### config.mk
export PLATFORM = sky130hd
export DESIGN_NAME = sub_serial
export DESIGN_NICKNAME = d
export VERILOG_FILES = /design/src/rtl/sub_serial.sv
export SDC_FILE = /design/constraint.sdc
export NUM_CORES = 1
export LEC_CHECK = 0
export CELL_PAD_IN_SITES_DETAIL_PLACEMENT = 0
export CELL_PAD_IN_SITES_GLOBAL_PLACEMENT = 1
export CORE_MARGIN = 8
export CORE_UTILIZATION = 41
export DETAILED_ROUTE_END_ITERATION = 7
export PLACE_DENSITY = 0.85
export SLEW_MARGIN = 10
export SYNTH_ARGS = -nofsm -noshare
export SYNTH_HDL_FRONTEND = slang
export SYNTH_SLANG_ARGS = --single-unit
### constraint.sdc
create_clock -name clk -period 2.2 [get_ports clk]
set_input_delay 0.22 -clock clk [delete_from_list [all_inputs] [get_ports clk]]
set_output_delay 0.22 -clock clk [all_outputs]
set_load 0.05 [all_outputs]
### src/rtl/sub_serial.sv
// sub_serial: bit-serial subtractor computing a - b - bi, one bit per cycle, LSB first.
module sub_serial #(
  parameter int WIDTH = 16
) (
  input  logic             clk,
  input  logic             rst_n,
  input  logic             in_valid,
  output logic             in_ready,
  input  logic [WIDTH-1:0] a,
  input  logic [WIDTH-1:0] b,
  input  logic             bi,
  output logic             out_valid,
  input  logic             out_ready,
  output logic [WIDTH-1:0] r,
  output logic             bo,
  output logic             busy
);
  localparam int CW = $clog2(WIDTH);
  typedef enum logic [1:0] {IDLE, RUN, DONE} state_t;
  state_t state_q, state_d;
  logic [WIDTH-1:0] a_q, a_d, b_q, b_d, sh_q, sh_d, r_q, r_d;
  logic [CW-1:0] cnt_q, cnt_d;
  logic brw_q, brw_d, bo_q, bo_d;
  logic ai, bb, dbit, brw_nx, last;
  always_comb begin
    ai = a_q[cnt_q];
    bb = b_q[cnt_q];
    dbit = ai ^ bb ^ brw_q;
    brw_nx = (~ai & bb) | (~(ai ^ bb) & brw_q);
    last = cnt_q == CW'(WIDTH - 1);
    state_d = state_q;
    a_d = a_q;
    b_d = b_q;
    sh_d = sh_q;
    r_d = r_q;
    cnt_d = cnt_q;
    brw_d = brw_q;
    bo_d = bo_q;
    case (state_q)
      IDLE: if (in_valid) begin
        a_d = a;
        b_d = b;
        brw_d = bi;
        cnt_d = '0;
        state_d = RUN;
      end
      RUN: begin
        sh_d = {dbit, sh_q[WIDTH-1:1]};
        brw_d = brw_nx;
        cnt_d = cnt_q + CW'(1);
        if (last) begin
          r_d = sh_d;
          bo_d = brw_nx;
          state_d = DONE;
        end
      end
      DONE: state_d = out_ready ? IDLE : DONE;
      default: state_d = IDLE;
    endcase
  end
  always_ff @(posedge clk or negedge rst_n) begin
    if (!rst_n) begin
      state_q <= IDLE;
      a_q <= '0;
      b_q <= '0;
      sh_q <= '0;
      r_q <= '0;
      cnt_q <= '0;
      brw_q <= 1'b0;
      bo_q <= 1'b0;
    end else begin
      state_q <= state_d;
      a_q <= a_d;
      b_q <= b_d;
      sh_q <= sh_d;
      r_q <= r_d;
      cnt_q <= cnt_d;
      brw_q <= brw_d;
      bo_q <= bo_d;
    end
  end
  assign in_ready = state_q == IDLE;
  assign out_valid = state_q == DONE;
  assign busy = state_q != IDLE;
  assign r = r_q;
  assign bo = bo_q;
endmodule

==> results.py <==
metrics = {
    "timing": {
        "slew-limit-headroom": 0.547,
        "finalClockSkew_ps": 8.78,
        "slew_violations": 0,
        "rsz0062_at_grt": "no",
        "post-route-period-util": 0.961,
        "setup_tns_ps": 0,
        "period_minus_slack_ps": 2110,
        "worst_pin_slew_ps": 679,
        "max_freq_ghz": 0.473,
        "setup_violations": 0,
        "finalHoldViolations": 0,
    },
    "synthesis": {
        "syn_area_um2": 3060,
        "ys_seq_area_frac": 0.580,
        "synth_compound_area_frac": 0.0511,
        "synth_edf_count": 0,
        "synth_async_sr_flop_share": 1.00,
        "synth_adder_area_share": 0.0106,
        "ys_seq_elements": 71,
        "synthSimpleGateAreaFrac": 0.147,
        "yosys.area.top_type": "dfrtp_1",
        "postSynthCellCount": 267,
        "synth_top_area_frac": 0.580,
        "syn-num-nets": 306,
        "synthDistinctLibCells": 34,
        "yosysMostFrequentCell": "nand2_1",
        "synthXorXnorAreaFrac": 0,
        "synthTopCellsByCount": "nand2_1, dfrtp_1, mux2_2",
        "synth-main-ff-cell": "dfrtp_1",
        "yosysWarnings": 0,
        "synth_top_family_by_area": "multiplexers",
        "ys_top_cells_by_area": "dfrtp_1, nand2_1, mux2_2",
        "synth.area.mux_share": 0.174,
        "syn_area_per_cell_um2": 11.5,
    },
    "finish": {
        "antenna_cells": 0,
        "nets": 368,
        "final_layout_size_suffix_gt1_frac": 0.183,
        "finalInstanceArea_um2": 3940,
        "instances_no_fill": 433,
        "fill_cells": 649,
        "area_delta_synth_final_pct": 28.7,
    },
    "routing": {
        "vias": 2063,
        "first_iter_violations": 96,
        "drt_first_pass_iters": 4,
        "drt_wl_total_um": 6200,
        "drc": 0,
        "ant_nets": 0,
        "topRoutingLayerUsed": "met4",
        "met1_length_um": 2860,
        "routed_via_density": 4.76,
        "wl_met2_um": 2860,
        "wl_met3_um": 336,
        "avgRoutedWirePerCell_um": 14.3,
    },
    "global_routing": {
        "globalRouteTotalUtil": 0.130,
        "grt_pass1_vias": 2163,
        "grt_overflow": 0,
        "grt_pass1_wl_um": 10400,
        "antenna_found_initial": 0,
        "grt_max_degree": 51,
    },
    "power_and_ir_drop": {
        "p_leak_nw": 1.82,
        "sw_frac_of_total": 0.379,
        "p_switching_w": 0.00223,
        "power-per-cell-area_nw_per_um2": 1490,
        "vdd_drop_max_mv": 0.516,
        "p_comb_frac": 0.434,
        "power.internal_w": 0.00366,
        "clockPowerShare": 0.172,
        "pwr-share-seq": 0.394,
    },
    "placement": {
        "portBuffers": 56,
        "place_congestion": 0.830,
        "dp_cells": 415,
        "dp.final_hpwl_um": 4430,
        "dpl_cell_area_um2": 3740,
    },
    "clock_tree": {
        "cts_made_buffers": 9,
        "clk_path_buf_depth": 2,
        "htree_levels": 3,
        "clock_sinks": 71,
        "cts_tree": "built",
        "clkLatencyLatePin_ps": 340,
        "cts_root_buf": "clkbuf_8",
        "clkTransAtPathRegs_ps": 70,
    },
    "worst_setup_path": {
        "worstPathRequired_ps": 2430,
        "crit_path_start_kind": "flop",
        "worstSetupPathType": "reg2reg",
        "cp_common_cell": "nand2_1",
        "cpMaxStageDelayCell": "mux4_2",
        "critPathBufInv": 1,
        "arrival_ps": 2350,
        "endpoint_kind": "flop",
        "critPathMaxFanout": 6,
        "critPathMaxStageDelay_ps": 540,
        "crit_chain": "buf_4 > mux4_2 > a221oi_2 > fa_1 > nand2_1 > nand2_1",
        "critPathTopFamily": "multiplexers",
    },
    "status": {
        "outcome": "finished clean",
    },
    "floorplanning": {
        "core_region_area_um2": 7250,
        "dieArea_um2": 10500,
        "rows": 31,
        "ioPinCount": 57,
        "die_x_um": 102,
        "die_h_um": 102,
        "start_util": 0.422,
    },
    "worst_hold_path": {
        "hp-class": "in2async",
    },
    "job": {
        "maxCapViolations": 0,
    },
}
per-stage QoR:
stage	power [W]	utilization	setup slack, ps	hold WS (ps)
after floorplan	0.00414	-	184	-75.6
after global placement	0.00480	0.515	112	216
after detailed placement	0.00490	0.515	75.2	223
after CTS	0.00593	0.543	45.2	384
after global routing	0.00627	0.544	1.20	447
final	0.00589	0.544	86.7	385
cell families (layout without fill, tap and decap cells):
group,after synthesis,after routing
AO/OA/AOI/OAI,19,19
adder cells (fa/ha/maj),2,2
buffers and inverters,18,85
flip-flops,71,71
multiplexers,44,44
AND/OR/NAND/NOR,113,113
sequential cells by signal, indices dropped and copies added, names as in the netlist:
signal and flops:
brw_q 1, bo 1, r 16, state_q 2, b_q 16, sh_q 15, a_q 16, cnt_q 4
layout make-up:
cell class,count,area (um^2),area share
timing repair buffer,65,663,0.168
tap,99,124,0.0314
sequential,71,1780,0.451
clock buffer,12,145,0.0368
clock inverter,4,45.0,0.0114
multi-input combinational,178,1170,0.298
inverter,4,15.0,0.00381
cell usage in the layout, fill, tap and decap left out, types with 3 or more instances in the layout:
cell	count
o21ai_0	7
clkinv_2	3
mux2_1	5
inv_1	4
mux2i_1	8
clkbuf_8	10
nand2_1	99
nor2_1	4
mux4_2	4
dfrtp_1	71
buf_4	5
clkdlybuf4s50_1	55
buf_12	3
a221oi_2	4
mux2_2	27
power by group through the flow:
stage,logic (W),registers (W),clock network (W)
2_1_floorplan,0.00153,0.00261,0
3_3_place_gp,0.00247,0.00234,0
3_5_place_dp,0.00255,0.00235,0
4_1_cts,0.00256,0.00233,0.00104
5_1_grt,0.00278,0.00240,0.00109
6_report,0.00256,0.00232,0.00101
repair_timing:
action,CTS,global route
endpoints found under the hold margin,21,0
gates resized for setup,0,1
setup buffers,0,1
setup endpoints to repair,0,3
hold buffers,1,0
per-layer routing:
layer,up-vias,track usage
met5,-,0
met4,0,0.0869
met3,14,0.0361
met2,44,0.187
met1,995,0.167
li1,1010,-
worst paths after layout:
kind / start / endpoint / slack, ps / depth (start not counted)
max: cnt_q[0]$_DFFE_PN0P_ / r[15]$_DFFE_PN0P_ / 90 / 6
min: rst_n / a_q[14]$_DFFE_PN0P_ / 380 / 2
max reg2reg: cnt_q[0]$_DFFE_PN0P_ / r[15]$_DFFE_PN0P_ / 90 / 6
min reg2reg: r[13]$_DFFE_PN0P_ / r[13]$_DFFE_PN0P_ / 480 / 2
max in group asynchronous: rst_n / sh_q[7]$_DFFE_PN0P_ / 1170 / 3
min in group clk: out_ready / state_q[1]$_DFFE_PN0P_ / 440 / 2
(Power assumes the default switching activity.)
